## config.mk

```make
export PLATFORM = sky130hd
export DESIGN_NAME = uart_tx_fifo
export DESIGN_NICKNAME = d
export VERILOG_FILES = /design/src/rtl/uart_tx_fifo.sv
export SDC_FILE = /design/constraint.sdc
export NUM_CORES = 1
export LEC_CHECK = 0
export CAP_MARGIN = 25
export CORE_UTILIZATION = 30
export DETAILED_ROUTE_END_ITERATION = 10
export GPL_ROUTABILITY_DRIVEN = 0
export SYNTH_ARGS = -nofsm -noshare
export SYNTH_HDL_FRONTEND = slang
export SYNTH_SLANG_ARGS = --single-unit
```

## constraint.sdc

```tcl
create_clock -name clock -period 9.1 [get_ports clock]
set_input_delay 0.91 -clock clock [delete_from_list [all_inputs] [get_ports clock]]
set_output_delay 0.91 -clock clock [all_outputs]
set_load 0.005 [all_outputs]
```

## src/rtl/uart_tx_fifo.sv

```systemverilog
// UART transmitter fed by a small byte FIFO. Frames are sent back-to-back while
// bytes are queued. The frame format is captured when each byte leaves the FIFO.
module uart_tx_fifo #(
  parameter int DIV_WIDTH  = 16,
  parameter int FIFO_DEPTH = 4,
  parameter int CNT_WIDTH  = 3
) (
  input  logic                 clock,
  input  logic                 rst,
  input  logic [DIV_WIDTH-1:0] baud_div,
  input  logic [1:0]           data_length,
  input  logic [1:0]           parity_type,
  input  logic                 stop_bits,
  input  logic [7:0]           s_data,
  input  logic                 s_valid,
  output logic                 s_ready,
  output logic                 data_out,
  output logic                 p_parity_out,
  output logic                 tx_active,
  output logic                 tx_done,
  output logic [CNT_WIDTH-1:0] fifo_count
);
  localparam int PTR_WIDTH = CNT_WIDTH - 1;

  typedef enum logic [2:0] {IDLE, START, DATA, PARITY, STOP} state_t;

  state_t               state, state_n;
  logic [7:0]           mem [FIFO_DEPTH];
  logic [PTR_WIDTH-1:0] wr_ptr, rd_ptr;
  logic                 push, pop;
  logic [DIV_WIDTH-1:0] baud_cnt, baud_cnt_n, baud_reload, baud_reload_n;
  logic [2:0]           bit_idx, bit_idx_n;
  logic [7:0]           shift, shift_n;
  logic [1:0]           frame_len, frame_len_n;
  logic                 par_en, par_en_n, two_stop, two_stop_n;
  logic                 par_bit, par_bit_n;
  logic                 data_out_n, tx_done_n;
  logic [7:0]           head_masked;

  assign s_ready      = rst && (fifo_count < CNT_WIDTH'(FIFO_DEPTH));
  assign push         = s_valid && s_ready;
  assign tx_active    = (state != IDLE);
  assign p_parity_out = par_bit;

  // Bits above the selected length are cleared so they never reach the line or the parity.
  always_comb begin
    head_masked = mem[rd_ptr];
    case (data_length)
      2'b00:   head_masked = mem[rd_ptr] & 8'h1F;
      2'b01:   head_masked = mem[rd_ptr] & 8'h3F;
      2'b10:   head_masked = mem[rd_ptr] & 8'h7F;
      default: head_masked = mem[rd_ptr];
    endcase
  end

  always_ff @(posedge clock) begin
    if (push) mem[wr_ptr] <= s_data;
  end

  always_ff @(posedge clock or negedge rst) begin
    if (!rst) begin
      wr_ptr     <= '0;
      rd_ptr     <= '0;
      fifo_count <= '0;
    end else begin
      if (push) wr_ptr <= wr_ptr + 1'b1;
      if (pop)  rd_ptr <= rd_ptr + 1'b1;
      case ({push, pop})
        2'b10:   fifo_count <= fifo_count + 1'b1;
        2'b01:   fifo_count <= fifo_count - 1'b1;
        default: fifo_count <= fifo_count;
      endcase
    end
  end

  always_comb begin
    state_n       = state;
    baud_cnt_n    = baud_cnt;
    baud_reload_n = baud_reload;
    bit_idx_n     = bit_idx;
    shift_n       = shift;
    frame_len_n   = frame_len;
    par_en_n      = par_en;
    two_stop_n    = two_stop;
    par_bit_n     = par_bit;
    data_out_n    = data_out;
    tx_done_n     = 1'b0;
    pop           = 1'b0;
    case (state)
      IDLE: pop = (fifo_count != '0);
      START: begin
        if (baud_cnt == '0) begin
          state_n    = DATA;
          baud_cnt_n = baud_reload;
          bit_idx_n  = '0;
          data_out_n = shift[0];
        end else baud_cnt_n = baud_cnt - 1'b1;
      end
      DATA: begin
        if (baud_cnt == '0) begin
          baud_cnt_n = baud_reload;
          if (bit_idx == 3'd4 + {1'b0, frame_len}) begin
            bit_idx_n = '0;
            if (par_en) begin
              state_n    = PARITY;
              data_out_n = par_bit;
            end else begin
              state_n    = STOP;
              data_out_n = 1'b1;
            end
          end else begin
            bit_idx_n  = bit_idx + 1'b1;
            shift_n    = shift >> 1;
            data_out_n = shift[1];
          end
        end else baud_cnt_n = baud_cnt - 1'b1;
      end
      PARITY: begin
        if (baud_cnt == '0) begin
          state_n    = STOP;
          baud_cnt_n = baud_reload;
          bit_idx_n  = '0;
          data_out_n = 1'b1;
        end else baud_cnt_n = baud_cnt - 1'b1;
      end
      STOP: begin
        if (baud_cnt == '0) begin
          if (two_stop && bit_idx == '0) begin
            bit_idx_n  = 3'd1;
            baud_cnt_n = baud_reload;
          end else begin
            tx_done_n = 1'b1;
            if (fifo_count != '0) pop = 1'b1;
            else state_n = IDLE;
          end
        end else baud_cnt_n = baud_cnt - 1'b1;
      end
      default: state_n = IDLE;
    endcase
    // Popping a byte always starts a fresh frame, whether from IDLE or the final stop cycle.
    if (pop) begin
      state_n       = START;
      data_out_n    = 1'b0;
      baud_cnt_n    = baud_div;
      baud_reload_n = baud_div;
      bit_idx_n     = '0;
      shift_n       = head_masked;
      frame_len_n   = data_length;
      par_en_n      = (parity_type == 2'b01) || (parity_type == 2'b10);
      two_stop_n    = stop_bits;
      par_bit_n     = (^head_masked) ^ (parity_type == 2'b01);
    end
  end

  always_ff @(posedge clock or negedge rst) begin
    if (!rst) begin
      state       <= IDLE;
      baud_cnt    <= '0;
      baud_reload <= '0;
      bit_idx     <= '0;
      shift       <= '0;
      frame_len   <= '0;
      par_en      <= 1'b0;
      two_stop    <= 1'b0;
      par_bit     <= 1'b0;
      data_out    <= 1'b1;
      tx_done     <= 1'b0;
    end else begin
      state       <= state_n;
      baud_cnt    <= baud_cnt_n;
      baud_reload <= baud_reload_n;
      bit_idx     <= bit_idx_n;
      shift       <= shift_n;
      frame_len   <= frame_len_n;
      par_en      <= par_en_n;
      two_stop    <= two_stop_n;
      par_bit     <= par_bit_n;
      data_out    <= data_out_n;
      tx_done     <= tx_done_n;
    end
  end
endmodule

```

Yosys cells after proc, flatten, opt, wreduce, memory -nomap -nowiden
Memories as Yosys holds them, arrays and structs flattened.
Index checks and enable logic that the tools add are counted.
Storage, ports and cells
  register bits after elaboration: 60
  RAM bits: 32
  input bits: 32
  output and inout bits: 8
  logic and storage cells: 115
  memories: 1
Memory list
  mem: words 4, width 8, read ports 1, clocked after Yosys merged registers in 0, write ports 1, line 28  | logic [7:0] mem [FIFO_DEPTH];
Cells by class
  add/sub/neg operators: 7
  order comparisons: 1
  eq/ne operators: 23
  muxes and demuxes: 44
  bitwise operators: 1
  reduce and logical (&&, ||, !) cells: 24
Operator list (count)
  $mux 16: 4
  $mux 3: 15
  $mux 8: 4
  $pmux 16 s2: 1
  $ne 3x3->1 const B: 8
  $pmux 8 s3: 1
  $logic_not 16->1: 1
  $sub 16x1->16 const B: 1
  $pmux 3 s5: 1
  $mux 1: 14
  $pmux 3 s3: 1
  $reduce_bool 3->1: 3
  $reduce_and 8->1: 1
  $reduce_bool 4->1: 2
  $reduce_xor 8->1: 1
  $add 3x1->3 const B: 2
  $eq 2x1->1 const B: 3
  $eq 2x2->1 const B: 3
  $eq 3x2->1 const B: 2
  $logic_not 3->1: 2
  $pmux 3 s2: 1
  $reduce_bool 2->1: 3
  $reduce_and 5->1: 1
  $add 2x1->2 const B: 2
  other kinds (20): 23

Depth between registers and ports, before layout
  depth in word-level cells: 7
  gate-level depth with buffers: 15
  depth with buffers taken out: 12

Worst setup path before layout
Ideal clock, no wire load.
  kind: reg-to-reg
  start point: register baud_cnt[0]
  end point: register fifo_count[2]
  library setup time: 0.079 ns
  arrival time: 2.907 ns
  data required time: 9.021 ns
  setup slack: 6.114 ns
  stages on the path, launching flop included: 16
  buffers on the path: 3
  period minus slack after synthesis: 2.986 ns
  cells stage by stage: dfrtp_1 -> clkbuf_1 -> inv_1 -> ha_1 -> nand2b_1 -> nor4_4 -> a21boi_2 -> inv_2 -> buf_2 -> buf_2 -> ha_1 -> inv_1 -> fa_1 -> xor2_1 -> nor2_1 -> xor2_1
On the way
  longest elaborated chain between the ends: 5
  elaborated cells on any way between the ends: 7
  those cells by class: eq/ne (2); mux (3); reduce/logical (2)
RTL lines
  start: declaration: line 31  | logic [DIV_WIDTH-1:0] baud_cnt, baud_cnt_n, baud_reload, baud_reload_n;
  start signal: assignment: line 170  | baud_cnt <= baud_cnt_n;
  $logic_not 16->1 *: line 127  | if (baud_cnt == '0) begin
  $mux 1 *: line 127
  $pmux 1 s2 *: line 89  | case (state)
  net pop: line 30  | logic push, pop;
  $eq 2x1->1 or $eq 2x2->1 (tied branches): line 68  | case ({push, pop})
  $pmux 3 s2 or $reduce_bool 2->1 (tied branches)
  end signal: assignment: line 69  | 2'b10: fifo_count <= fifo_count + 1'b1;
  end signal: assignment: line 70  | 2'b01: fifo_count <= fifo_count - 1'b1;
  end signal: assignment: line 71  | default: fifo_count <= fifo_count;
  end: declaration: line 21  | output logic [CNT_WIDTH-1:0] fifo_count
The timed path passes the listed nets; every way through them passes the cells marked *.
A chain may end at the register's enable or synchronous reset.

Final worst setup path
  start point: input port rst
  end point: output port s_ready
On the way
  longest elaborated chain between the ends: 1
RTL lines
  start: declaration: line 9  | input logic rst,
  $logic_and 1x1->1: line 40  | assign s_ready = rst && (fifo_count < CNT_WIDTH'(FIFO_DEPTH));
  end: declaration: line 16  | output logic s_ready,
No other way between the ends.

==> flow_metrics.py <==
metrics = {
    "power": {
        "irDropWorstVdd_mv": 0.144,
        "leakagePower_nw": 2.25,
        "powerDensity_mw_per_mm2": 300,
    },
    "final_layout": {
        "seq_area_mm2": 0.00246,
        "final_common_cell": "nand2_1",
        "layout_common_cells": "89 x nand2_1, 59 x dfrtp_1, 38 x clkdlybuf4s50_1",
        "multi_input_area_mm2": 0.00219,
        "n_antenna_cell": 0,
        "utilization_pct": 37.0,
        "fin_nets": 520,
        "fillers": 1556,
        "drive_gt1_share_pct": 13.0,
        "syn_to_final_growth_pct": 18.6,
    },
    "worst_setup_path": {
        "crit_required_ns": 8.19,
        "crit_family": "buffers and inverters",
        "setup.worst_path.class": "input pin to output pin",
        "crit_fanout": 61,
        "critical_path_buf_inv_count": 3,
        "crit_path_end_kind": "output pin",
        "crit_path_max_incr_delay_ns": 0.61,
        "path_cells": "buf_2 > buf_4 > nor2b_1 > clkdlybuf4s50_1",
        "cp_slowest_cell": "buf_4",
        "startpoint_type": "input pin",
        "worstPathArrival_ns": 2.58,
    },
    "sta": {
        "fmax_mhz": 287,
        "post-route-period-util_pct": 38.3,
        "hold_violations": 0,
        "worstMarginPinSlew_ns": 0.957,
        "fin_skew_ns": 0.00891,
        "final-max-slew-violation-count": 0,
        "fin_tns_setup_ns": 0,
        "grt_setup_unrepaired": "false",
        "setup_viol": 0,
        "min_period_ns": 3.49,
        "maxSlewHeadroom_pct": 36.0,
    },
    "synth": {
        "synth_ff_type": "dfrtp_1",
        "syn_inst": 445,
        "yosysSeqAreaShare_pct": 51.3,
        "ys_seq_elements": 92,
        "synth_cell_types": 77,
        "synth_edf_count": 32,
        "synth_area_per_cell_um2": 10.8,
        "yosysWarnings": 0,
        "synth_area_mm2": 0.00481,
        "ys_async_sr_fraction_pct": 65.2,
        "synth_nets": 487,
    },
    "floorplan": {
        "dieArea_mm2": 0.0165,
        "start_util_pct": 31.2,
        "num_rows": 45,
        "design.core.area_mm2": 0.0154,
        "die_x_um": 129,
        "die_h_um": 129,
        "io-pin-count": 40,
    },
    "clocking": {
        "cts.hold.buffers_added": 0,
        "insertion_delay_ns": 0.35,
        "cts_inserted_buffers": 9,
        "numClockSinks": 92,
        "cts_resized": 0,
        "clk_pin_slew_ns": 0.07,
        "cts_setup_buffers": 0,
        "htreeDepth": 3,
        "cts_tree": "yes",
        "clock_path_buffers": 2,
        "cts-root-buf": "clkbuf_16",
    },
    "run_status": {
        "status": "completed",
    },
    "min_path": {
        "min_path_type": "flip-flop to flip-flop",
    },
    "flow_run": {
        "maxCapViolations": 0,
    },
    "placed_design": {
        "port_buffers": 39,
        "hpwlAfterDp_mm": 7.39,
    },
    "grt": {
        "grt_pass1_wl_mm": 18.2,
        "grt_pass1_vias": 3686,
        "antenna_found_initial": 0,
        "grt_start_max_net_pins": 62,
        "gr-usage-all-layers_pct": 14.1,
        "grt.overflow.total": 0,
    },
    "detailed_routing": {
        "vias": 3500,
        "avgRoutedWirePerCell_um": 15.4,
        "viasPerCell": 5.04,
        "drt-total-wl_mm": 10.7,
        "drc_errors": 0,
        "ant_nets": 0,
        "drt-pass1-iter-count": 4,
        "drtIter0Drc": 184,
    },
}
tightest hold or removal path, delay by kind of cell, from the launching register on:
family           cells  cell delay, ns
AND/OR/NAND/NOR      2            0.11
flip-flops           1            0.33
per-stage QoR:
stage / instance area [µm²] / cells / setup WS, ns / power [mW] / hold WS, ns
floorplan: 4810 / 445 / 6.11 / 1.15 / 0.441
global placement: 5390 / 678 / 5.61 / 1.30 / 0.457
detailed placement: 5390 / 678 / 5.56 / 1.32 / 0.457
CTS: 5700 / 694 / 5.55 / 1.73 / 0.474
global route: 5700 / 694 / 5.37 / 1.83 / 0.513
finish: 5700 / 694 / 5.61 / 1.71 / 0.469
where the power goes:
part	internal, mW	leakage [nW]	switching [mW]	total [mW]
combinational	0.300	1.09	0.310	0.610
clock	0.220	0.151	0.176	0.396
sequential	0.563	1.01	0.140	0.703
total	1.08	2.25	0.626	1.71
kinds of logic (layout without fill, tap and decap cells):
family                     count (synthesis)  in the layout  share of synthesized area [%]
and+or+nand+nor                          173            173                           17.7
muxes                                     20             20                           6.04
DFF                                       92             92                           51.3
xor gates and xnor gates                  19             19                           3.75
buffers and inverters                     37             75                           3.41
adders and majority gates                 10             10                           2.76
AOI/OAI and AO/OA                         94             94                           15.1
flip-flops by register name, indices dropped and copies added, names as in the netlist, 2 cells and up:
signal / flops
baud_cnt: 16
baud_reload: 16
bit_idx: 3
fifo_count: 3
frame_len: 2
mem: 32
rd_ptr: 2
shift: 8
state: 3
wr_ptr: 2
Yosys cell counts (all sizes together), types with 2 or more instances:
cell / count / area share (%)
a211o: 2 / 0.36
a211oi: 3 / 0.47
a21o: 2 / 0.31
a21oi: 16 / 2.0
a2bb2oi: 2 / 0.36
a31oi: 13 / 2.6
and3: 5 / 0.65
buf: 11 / 1.4
clkbuf: 10 / 0.78
dfrtp: 59 / 31
edfxtp: 32 / 20
ha: 9 / 2.3
inv: 15 / 1.2
mux2: 2 / 0.47
mux2i: 11 / 2.3
mux4: 7 / 3.3
nand2: 89 / 7.0
nand3: 9 / 1.0
nand4: 6 / 0.78
nor2: 31 / 2.9
nor2b: 3 / 0.39
nor3: 9 / 1.2
nor4: 4 / 0.96
o2111ai: 3 / 0.55
o211ai: 12 / 2.0
o21ai: 21 / 2.3
o22a: 2 / 0.36
o22ai: 2 / 0.26
o31ai: 2 / 0.60
o32a: 2 / 0.42
or2: 2 / 0.26
or3: 5 / 0.86
or4: 2 / 0.39
xnor2: 14 / 2.6
xor2: 4 / 0.73
path summary, 6_finish.rpt:
| check | startpoint | end | slack (ns) | cells after the start |
|---|---|---|---|---|
| worst max register to register | baud_cnt[0] | baud_cnt[0] | 6.00 | 8 |
| max in group asynchronous | rst | baud_reload[3] | 7.83 | 2 |
| worst max-delay path | rst | s_ready | 5.61 | 4 |
| min in group asynchronous | rst | baud_cnt[9] | 0.73 | 2 |
| worst min register to register | baud_reload[10] | baud_reload[10] | 0.47 | 2 |
| worst min-delay path | baud_reload[10] | baud_reload[10] | 0.47 | 2 |
area by class of cell:
cell class,instances,share of cell area (%)
repair buffers,43,7.29
clock buffers,9,3.95
clock inverters,7,1.51
well taps,211,4.63
inverters,16,1.05
flip-flops and latches,92,43.2
multi-input cells,316,38.3
per-layer routing:
metal,track usage (%),vias to the layer above,routed length [µm]
met4,5.12,0,132
met2,23.4,83,5060
met3,3.37,14,440
met5,0,-,0
met1,17.8,1723,5040
li1,-,1680,-
Note: power is estimated with default switching activity, not from simulation.
